## src/rtl/pri_gate_pkg.sv

```systemverilog
// rtl/pri_gate_pkg.sv - shared state encoding and sizing helpers for the PRI gate sequencer
package pri_gate_pkg;

   typedef enum logic [2:0] {
      IDLE,
      ARMED,
      DELAY,
      TX,
      GUARD,
      RX
   } state_t;

   localparam int OVR_W = 8;

   // The timer is always loaded with (duration - 1), so clog2 of the longest duration is enough.
   function automatic int timer_width(input int tx_w, input int guard_w, input int rx_w,
                                      input int dly_w);
      int m;
      m = tx_w;
      if (guard_w > m) m = guard_w;
      if (rx_w > m) m = rx_w;
      if (dly_w > m) m = dly_w;
      return (m < 2) ? 1 : $clog2(m);
   endfunction

endpackage

```

## src/rtl/pri_gate_timer.sv

```systemverilog
// rtl/pri_gate_timer.sv - loadable down-counter with zero flag, shared by all timed states
module pri_gate_timer #(
   parameter int W = 8
) (
   input  logic         clk,
   input  logic         reset,
   input  logic         load,
   input  logic [W-1:0] load_value,
   output logic         zero
);

   logic [W-1:0] cnt;

   always_ff @(posedge clk) begin
      if (!reset) begin
         cnt <= '0;
      end else if (load) begin
         cnt <= load_value;
      end else if (cnt != '0) begin
         cnt <= cnt - W'(1);
      end
   end

   assign zero = (cnt == '0);

endmodule

```

## src/rtl/pri_gate_sequencer.sv

```systemverilog
// rtl/pri_gate_sequencer.sv - per-PRI TX pulse / guard / RX gate sequencer with frame tracking
// Optional per-pulse stagger delay: define PRI_GATE_SEQUENCER_STAGGER_EN.
module pri_gate_sequencer
   import pri_gate_pkg::*;
#(
   parameter int TX_WIDTH     = 10,
   parameter int GUARD_CYCLES = 5,
   parameter int RX_WIDTH     = 200,
   parameter int MAX_PULSES   = 16,
   parameter int IDX_W        = 8,
   parameter int STAGGER_STEP = 3
) (
   input  logic             clk,
   input  logic             reset,
   input  logic             start_of_frame,
   input  logic             pulse_repetition_interval,
   input  logic             end_of_frame,
   output logic             tx_pulse,
   output logic             rx_gate,
   output logic [IDX_W-1:0] pulse_index,
   output logic             frame_active,
   output logic             frame_done,
   output logic             pri_overrun,
   output logic [OVR_W-1:0] overrun_count
);

   localparam int CNT_W = $clog2(MAX_PULSES + 1);
`ifdef PRI_GATE_SEQUENCER_STAGGER_EN
   localparam int DLY_MAX = 3 * STAGGER_STEP;
`else
   // STAGGER_STEP has no effect without the stagger build.
   localparam int DLY_MAX = 0 * STAGGER_STEP;
`endif
   localparam int TMR_W = timer_width(TX_WIDTH, GUARD_CYCLES, RX_WIDTH, DLY_MAX);

   state_t             state, state_n;
   logic [CNT_W-1:0]   count, count_n, slot;
   logic               eof_pending, eof_pending_n;
   logic [IDX_W-1:0]   pulse_index_n;
   logic               frame_active_n, frame_done_n, pri_overrun_n;
   logic [OVR_W-1:0]   overrun_count_n;
   logic               accept;
   logic               tmr_load, tmr_zero;
   logic [TMR_W-1:0]   tmr_value;
`ifdef PRI_GATE_SEQUENCER_STAGGER_EN
   logic [1:0]         slot_lo;
   logic [TMR_W-1:0]   dly;
`endif

   pri_gate_timer #(.W(TMR_W)) u_timer (
      .clk        (clk),
      .reset      (reset),
      .load       (tmr_load),
      .load_value (tmr_value),
      .zero       (tmr_zero)
   );

   always_comb begin
      state_n         = state;
      count_n         = count;
      eof_pending_n   = eof_pending;
      pulse_index_n   = pulse_index;
      frame_active_n  = frame_active;
      frame_done_n    = 1'b0;
      pri_overrun_n   = 1'b0;
      overrun_count_n = overrun_count;
      accept          = 1'b0;
      tmr_load        = 1'b0;
      tmr_value       = '0;
      slot            = start_of_frame ? '0 : count;
`ifdef PRI_GATE_SEQUENCER_STAGGER_EN
      slot_lo         = 2'(slot);
      dly             = TMR_W'(slot_lo) * TMR_W'(STAGGER_STEP);
`endif

      // SOF restarts the frame from any state, aborting a running sequence.
      if (start_of_frame) begin
         state_n         = ARMED;
         frame_active_n  = 1'b1;
         count_n         = '0;
         overrun_count_n = '0;
         eof_pending_n   = 1'b0;
         pulse_index_n   = '0;
         accept          = pulse_repetition_interval;
      end else begin
         case (state)
            IDLE: begin
            end
            ARMED: begin
               if (pulse_repetition_interval && (count < CNT_W'(MAX_PULSES))) begin
                  accept = 1'b1;
                  if (end_of_frame) eof_pending_n = 1'b1;
               end else if (end_of_frame) begin
                  state_n        = IDLE;
                  frame_active_n = 1'b0;
                  frame_done_n   = 1'b1;
               end
            end
            default: begin
               if (pulse_repetition_interval) begin
                  pri_overrun_n = 1'b1;
                  if (overrun_count != {OVR_W{1'b1}})
                     overrun_count_n = overrun_count + OVR_W'(1);
               end
               if (end_of_frame) eof_pending_n = 1'b1;
               if (tmr_zero) begin
                  case (state)
                     DELAY: begin
                        state_n   = TX;
                        tmr_load  = 1'b1;
                        tmr_value = TMR_W'(TX_WIDTH - 1);
                     end
                     TX: begin
                        tmr_load = 1'b1;
                        if (GUARD_CYCLES == 0) begin
                           state_n   = RX;
                           tmr_value = TMR_W'(RX_WIDTH - 1);
                        end else begin
                           state_n   = GUARD;
                           tmr_value = TMR_W'(GUARD_CYCLES - 1);
                        end
                     end
                     GUARD: begin
                        state_n   = RX;
                        tmr_load  = 1'b1;
                        tmr_value = TMR_W'(RX_WIDTH - 1);
                     end
                     default: begin
                        if (eof_pending_n) begin
                           state_n        = IDLE;
                           frame_active_n = 1'b0;
                           frame_done_n   = 1'b1;
                           eof_pending_n  = 1'b0;
                        end else begin
                           state_n = ARMED;
                        end
                     end
                  endcase
               end
            end
         endcase
      end

      if (accept) begin
         pulse_index_n = IDX_W'(slot);
         count_n       = slot + CNT_W'(1);
         tmr_load      = 1'b1;
`ifdef PRI_GATE_SEQUENCER_STAGGER_EN
         if (dly != '0) begin
            state_n   = DELAY;
            tmr_value = dly - TMR_W'(1);
         end else begin
            state_n   = TX;
            tmr_value = TMR_W'(TX_WIDTH - 1);
         end
`else
         state_n   = TX;
         tmr_value = TMR_W'(TX_WIDTH - 1);
`endif
      end
   end

   // Gates are decoded from the next state so they are registered alongside it.
   always_ff @(posedge clk) begin
      if (!reset) begin
         state         <= IDLE;
         count         <= '0;
         eof_pending   <= 1'b0;
         tx_pulse      <= 1'b0;
         rx_gate       <= 1'b0;
         pulse_index   <= '0;
         frame_active  <= 1'b0;
         frame_done    <= 1'b0;
         pri_overrun   <= 1'b0;
         overrun_count <= '0;
      end else begin
         state         <= state_n;
         count         <= count_n;
         eof_pending   <= eof_pending_n;
         tx_pulse      <= (state_n == TX);
         rx_gate       <= (state_n == RX);
         pulse_index   <= pulse_index_n;
         frame_active  <= frame_active_n;
         frame_done    <= frame_done_n;
         pri_overrun   <= pri_overrun_n;
         overrun_count <= overrun_count_n;
      end
   end

endmodule
```

## config.mk

```make
export PLATFORM = sky130hd
export DESIGN_NAME = pri_gate_sequencer
export DESIGN_NICKNAME = d
export VERILOG_FILES = /design/src/rtl/pri_gate_pkg.sv /design/src/rtl/pri_gate_timer.sv /design/src/rtl/pri_gate_sequencer.sv
export SDC_FILE = /design/constraint.sdc
export NUM_CORES = 1
export LEC_CHECK = 0
export CORE_MARGIN = 4
export CORE_UTILIZATION = 33
export DETAILED_ROUTE_END_ITERATION = 8
export SYNTH_ARGS = -nofsm -noshare
export SYNTH_HDL_FRONTEND = slang
export SYNTH_SLANG_ARGS = --single-unit
```

## constraint.sdc

```tcl
create_clock -name clk -period 3 [get_ports clk]
set_clock_uncertainty 0.1 [all_clocks]
set_input_delay 0.45 -clock clk [delete_from_list [all_inputs] [get_ports clk]]
set_output_delay 0.45 -clock clk [all_outputs]
set_load 0.02 [all_outputs]
```

Word level (Yosys, flattened, before mapping)
Index checks and enable logic that the tools add are counted.

Register bits after elaboration: 35. Bits of input ports: 5. Output and inout bits: 21. Word-level logic and storage cells: 93.

Add/sub/neg operators: 3. $lt $le $gt $ge: 1. Equality and inequality tests: 12. Muxes and demuxes: 48. Bitwise operators: 3. Reduce and logical (&&, ||, !) cells: 15.

Operators with widths (number): $mux W8 (6); $mux W1 (27); $pmux W8 S3 (1); $mux W5 (4); $mux W3 (5); $eq A3 B2 Y1 const B (3); $pmux W3 S3 (1); $add A8 B1 Y8 const B (1); $logic_not A8 Y1 (1); $ne A8 B8 Y1 const B (1); $reduce_bool A8 Y1 (1); $sub A8 B1 Y8 const B (1); $eq A3 B3 Y1 const B (2); $ne A3 B3 Y1 const B (2); $pmux W1 S2 (3); $pmux W3 S2 (1); $reduce_and A6 Y1 (1); $reduce_bool A3 Y1 (2); $add A5 B1 Y5 const B (1); $lt A5 B5 Y1 const B (1); $ne A2 B2 Y1 const B (2); $reduce_bool A2 Y1 (2); $reduce_or A2 Y1 (2); $reduce_or A4 Y1 (1); other kinds (8) (10).

Depth between registers and ports, before layout
Depth in word-level cells: 11. Depth in mapped cells: 7. Mapped depth without buffers: 6.

By module
Synthesis repeated with hierarchy kept, for this count alone.

Cells, all modules: 210. Area, all modules: 1788.0 µm².

By module, submodules not included: pri_gate_sequencer (instances 1, cells an instance 159, area each 1330.0 µm², seq. area each 540.5 µm²); pri_gate_timer (instances 1, cells an instance 51, area each 457.9 µm², seq. area each 160.2 µm²).

Worst setup path after synthesis
No wires, ideal clock.

Path type: register to register. From: reg u_timer.cnt[0]. To: reg u_timer.cnt[5]. Setup time: 70 ps. Data arrival time: 1665 ps. Required time: 2830 ps. Setup slack: 1165 ps. Stages on the path, launching flop included: 7. Path buffers: 1. Period minus slack after synthesis: 1835 ps. Cells stage by stage: dfxtp_1 -> inv_1 -> ha_1 -> and4b_1 -> buf_6 -> or4_2 -> a21oi_1.

Cells in the longest elaborated chain, start to end: 6. Elaborated cells between the ends (all ways): 14. Those cells by class: 1 x add/sub; 10 x mux; 3 x reduce/logical.

Ends and longest elaborated chain: start, declared (RTL line pri_gate_timer.sv:12) `logic [W-1:0] cnt;`; start signal, assigned (RTL line pri_gate_timer.sv:18) `cnt <= load_value;`; start signal, assigned (RTL line pri_gate_timer.sv:20) `cnt <= cnt - W'(1);`; parallel branches: the longest is 6 deep, another holds $sub A8 B1 Y8.

Parallel ways; which one is timed is not known. The select of a mux whose other input is x is not followed. A chain may end at the register's enable or synchronous reset.

Worst setup path in the final report
From: reg state[2]. To: reg tx_pulse.

Cells in the longest elaborated chain, start to end: 7. Elaborated cells between the ends (all ways): 15. Those cells by class: 5 x eq/ne; 9 x mux; 1 x reduce/logical.

Ends and longest elaborated chain: start, declared (RTL line pri_gate_sequencer.sv:36) `state_t state, state_n;`; start signal, assigned (RTL line pri_gate_sequencer.sv:177) `state <= state_n;`; $eq A3 B3 Y1 or $eq A3 B2 Y1 (tied branches) (RTL line pri_gate_sequencer.sv:107) `case (state)`; $pmux W3 S3 (RTL line pri_gate_sequencer.sv:107); $mux W3 (RTL line pri_gate_sequencer.sv:106) `if (tmr_zero) begin`; $pmux W3 S2 (RTL line pri_gate_sequencer.sv:86) `case (state)`; $mux W3 (RTL line pri_gate_sequencer.sv:77) `if (start_of_frame) begin`; $mux W3 * (RTL line pri_gate_sequencer.sv:144) `if (accept) begin`; $eq A3 B2 Y1 * (RTL line pri_gate_sequencer.sv:180) `tx_pulse <= (state_n == TX);`; end signal, assigned (RTL line pri_gate_sequencer.sv:180); end, declared (RTL line pri_gate_sequencer.sv:18) `output logic tx_pulse,`.

Every way passes the cells marked *; elsewhere a longest branch is shown, timed or not.

==> out/summary.md <==
The flow ran to the end, and the final reports show no timing, DRC or antenna violations. The number of hold buffers added after CTS was 0. After synthesis the netlist holds a flip-flop and latch count of 35.

Fraction of layout instances using a drive strength above 1: 0.0893. The number of gates resized after CTS was 0. Wires add up to 3930 um. The tools report the post-layout instance count excluding filler cells as 294.

In this run the static leakage power is 0.747 nW. The register-to-register setup slack was 0.78 ns; the weighted congestion reported at the end of routability-driven placement was 0.772. Maximum fanout along the worst path: 14. Overflow left after global routing: 0. For the total global-route track usage, the log shows 0.130. Count of mapped cells out of synthesis: 199.

The longest clock path from root to sink contains 2 buffers. Summing every instance area after synthesis gives 0.00175 mm2. The tree is rooted in a clkbuf_8. The number of rows in the core area was 26; the number of setup violations in the final report was 0. The first TritonRoute pass finished after 4 iterations. Share of cell area taken by muxes after synthesis: 0.0350.

Prior to clock tree synthesis, the placed netlist has a worst setup slack of 0.571 ns. STA classifies the critical path startpoint as a register. The sequential cell area was 701 um2.

In this run the critical register-to-register path is launched from state[2]$_SDFF_PN0_. The worst setup path category was register to register. The total of buffers placed on input and output ports was 22; the area share of and/or/nand/nor cells after synthesis was 0.254.

The commonest register cell after synthesis is dfxtp_1. In this run the worst hold path is classified as register to register. Buffers added to address setup during post-CTS repair amount to 0. The first global-routing pass estimated 6700 um of wire. TritonCTS built the clock tree.

The combinational family with the most area after synthesis is simple AND/OR/NAND/NOR gates. Top-level I/O count: 26. In this run the power density over the cells is 692 mW/mm2. 0 antenna diodes ended up in the layout. The number of DRC violations after detailed-routing iteration 0 was 92; the total of warnings raised by yosys was 0.

The fraction of the cycle the final worst path needs was 0.739. Counting tap cells, the placed design contains a total of 286 instances. In the final design database the tool counted 233 nets. The async set or reset register ratio after synthesis was 0. The mean instance size in the synthesized netlist was 8.80 um2; the detail-routed via count per cell was 5.01.

Subtracting the final worst setup slack from the clock period gives 2.22 ns. Share of the synthesized netlist area taken by xor and xnor gates: 0.0400. For this block, wires on met1 add up to 1890 um.

At the worst endpoint, the required time is 3.12 ns. Once detailed placement completed, the half-perimeter wirelength came to 2800 um. The netlist uses 54 different library cells. After clock tree synthesis, the clock-pin slew on the worst setup and hold paths is 0.08 ns. IR analysis of the VDD net gives a maximum drop of 0.285 mV.

Synthesis-to-layout area growth: 20.5%. The count of nets left with antenna violations once routing finished came out at 0. Complex-gate fraction of the synthesized area: 0.174. Across all setup checks in the final design, the least slack found is 0.784 ns. The tools report the combined area of the multi-input logic cells as 956 um2.

The initial antenna violation count is 0. Capture point of the worst path: tx_pulse$_SDFF_PN0_. Max-cap violations in this run came to 0. Wire segments on met2 add up to 1820 um in the final route.

Counting the fill cells in the layout gives 551. The DRC violation count after routing was 0; the die boundary height was 80.8 um. The clock sink total is 35, and the transition time of the tightest slew-check pin is 0.534 ns. Part of the Yosys area used for sequential elements: 0.400. The total core area was 0.00514 mm2. The die covers 0.00653 mm2. The clock network latency to the later pin of the worst-skew pair is 0.29 ns. The worst setup path is captured at a register. The final-report hold violation count was 0; the effective utilization at floorplan was 0.341. The run gives 1392 as the via count of the first global-routing pass. After detailed routing, the average wire length per cell comes to 13.4 um.

The number of cells on the worst reg-to-reg path is 5. The top metal layer carrying routed signals was met4. The adder-cell area share of the yosys netlist came out at 0.0357. The clock tree synthesis step divided the H-tree into 2 levels. The detailed router placed 1472 vias in this run.

The die extent in x came out at 80.8 um. Setup repair after global routing left no endpoint under its margin. STA puts the critical path data arrival time at 2.33 ns. Derived from the worst setup path, the maximum achievable clock frequency is 0.451 GHz. Largest net degree at the start of global routing: 17. The endpoint identified for the worst register-to-register timing path is tx_pulse$_SDFF_PN0_. TritonCTS created 5 clock buffers.

Length of routed met3 wiring: 163 um. Tracing the worst setup path back leads to its startpoint at state[2]$_SDFF_PN0_. After routing, the total negative slack on setup checks comes to 0 ns. The number of enable flip-flop cells after synthesis was 0. The worst max-slew margin expressed relative to the limit came out at 0.635. The run gives 0 as the number of pins with negative max-slew slack in the final report.
==> metrics by stage <==
stage	cell area (um2)	utilization	power [mW]	hold slack [ns]
after floorplan	1760	-	1.01	0.354
after global placement	2010	0.390	1.08	0.350
after detailed placement	2010	0.390	1.09	0.350
after CTS	2110	0.410	1.47	0.361
after global routing	2110	0.410	1.55	0.398
final	2110	0.410	1.46	0.357
==> Yosys cell counts (4+ instances only) <==
| cell type | number | area [um2] |
|---|---|---|
| a31oi_1 | 7 | 43.8 |
| ha_1 | 5 | 62.6 |
| nor2_1 | 24 | 90.1 |
| o21ai_0 | 8 | 40.0 |
| mux2i_1 | 5 | 50.1 |
| xnor2_1 | 6 | 52.6 |
| buf_6 | 4 | 45.0 |
| dfxtp_1 | 35 | 701 |
| nand2_1 | 19 | 71.3 |
| nand3_1 | 5 | 25.0 |
| nor3_1 | 7 | 35.0 |
| inv_1 | 6 | 22.5 |
| a21oi_1 | 11 | 55.1 |
==> per-layer routing <==
layer,track usage,up-vias
met5,0,-
met4,0.0405,0
met3,0.0377,6
met2,0.208,26
met1,0.169,685
li1,-,755
==> report_power, final <==
| part | internal (mW) | switching [mW] | leakage (nW) |
|---|---|---|---|
| combinational | 0.205 | 0.286 | 0.412 |
| clock | 0.209 | 0.172 | 0.0505 |
| sequential | 0.522 | 0.0659 | 0.285 |
==> sequential cells by signal (all words and copies together), names as in the netlist, 3 cells and up <==
signal,count
overrun_count,8
u_timer.cnt,8
count,5
pulse_index,5
state,3
==> cell type report <==
| cell class | count | share of cell area |
|---|---|---|
| Sequential cell | 35 | 0.332 |
| Tap cell | 70 | 0.0415 |
| Multi-Input combinational cell | 150 | 0.453 |
| Clock buffer | 7 | 0.0457 |
| Inverter | 7 | 0.0125 |
| Timing Repair Buffer | 24 | 0.112 |
| Clock inverter | 1 | 0.00356 |
==> worst max-delay path, stage by stage (launching register included) <==
cell and delay [ns]:
dfxtp_1 0.62, or3b_2 0.54, o211ai_2 0.11, mux2i_1 0.11, a2111oi_2 0.44, nor3b_2 0.23
==> cell usage in the layout (no fill, tap or decap), types with 2 or more instances in the layout <==
| master | synthesis | layout |
|---|---|---|
| a21oi_1 | 11 | 11 |
| a31oi_1 | 7 | 7 |
| and2_1 | 3 | 3 |
| and3_1 | 2 | 2 |
| buf_4 | 3 | 2 |
| clkbuf_8 | 0 | 7 |
| clkdlybuf4s50_1 | 0 | 22 |
| conb_1 | 1 | 3 |
| dfxtp_1 | 35 | 35 |
| ha_1 | 5 | 5 |
| inv_1 | 6 | 6 |
| mux2i_1 | 5 | 5 |
| nand2_1 | 19 | 19 |
| nand3_1 | 5 | 5 |
| nand3b_1 | 2 | 2 |
| nand4_1 | 3 | 3 |
| nor2_1 | 24 | 24 |
| nor2b_1 | 2 | 2 |
| nor3_1 | 7 | 7 |
| nor3b_1 | 2 | 2 |
| o211ai_1 | 2 | 2 |
| o21a_1 | 2 | 2 |
| o21ai_0 | 8 | 8 |
| o31ai_1 | 2 | 2 |
| or3_1 | 2 | 2 |
| xnor2_1 | 6 | 6 |
| xor2_1 | 2 | 2 |
==> cell families (layout without fill, tap and decap cells) <==
| family | count (synthesis) | in the layout |
|---|---|---|
| fa+ha+maj | 5 | 5 |
| buf+inv | 16 | 39 |
| xor+xnor | 8 | 8 |
| simple gates | 83 | 83 |
| compound gates | 45 | 45 |
| flops | 35 | 35 |
| other cells | 1 | 3 |
| mux | 6 | 6 |
==> worst min-delay path by stage <==
stage,start,to,slack (ns),depth (start not counted)
after floorplan,count[1]$_SDFF_PN0_,count[1]$_SDFF_PN0_,0.35,2
final,pulse_index[0]$_SDFFE_PN0P_,pulse_index[0]$_SDFFE_PN0P_,0.36,2
after detailed placement,pulse_index[0]$_SDFFE_PN0P_,pulse_index[0]$_SDFFE_PN0P_,0.35,2
after global routing,pulse_index[0]$_SDFFE_PN0P_,pulse_index[0]$_SDFFE_PN0P_,0.40,2
after CTS,pulse_index[0]$_SDFFE_PN0P_,pulse_index[0]$_SDFFE_PN0P_,0.36,2
after global placement,pulse_index[0]$_SDFFE_PN0P_,pulse_index[0]$_SDFFE_PN0P_,0.35,2
Power figures use the tool's default switching activity.
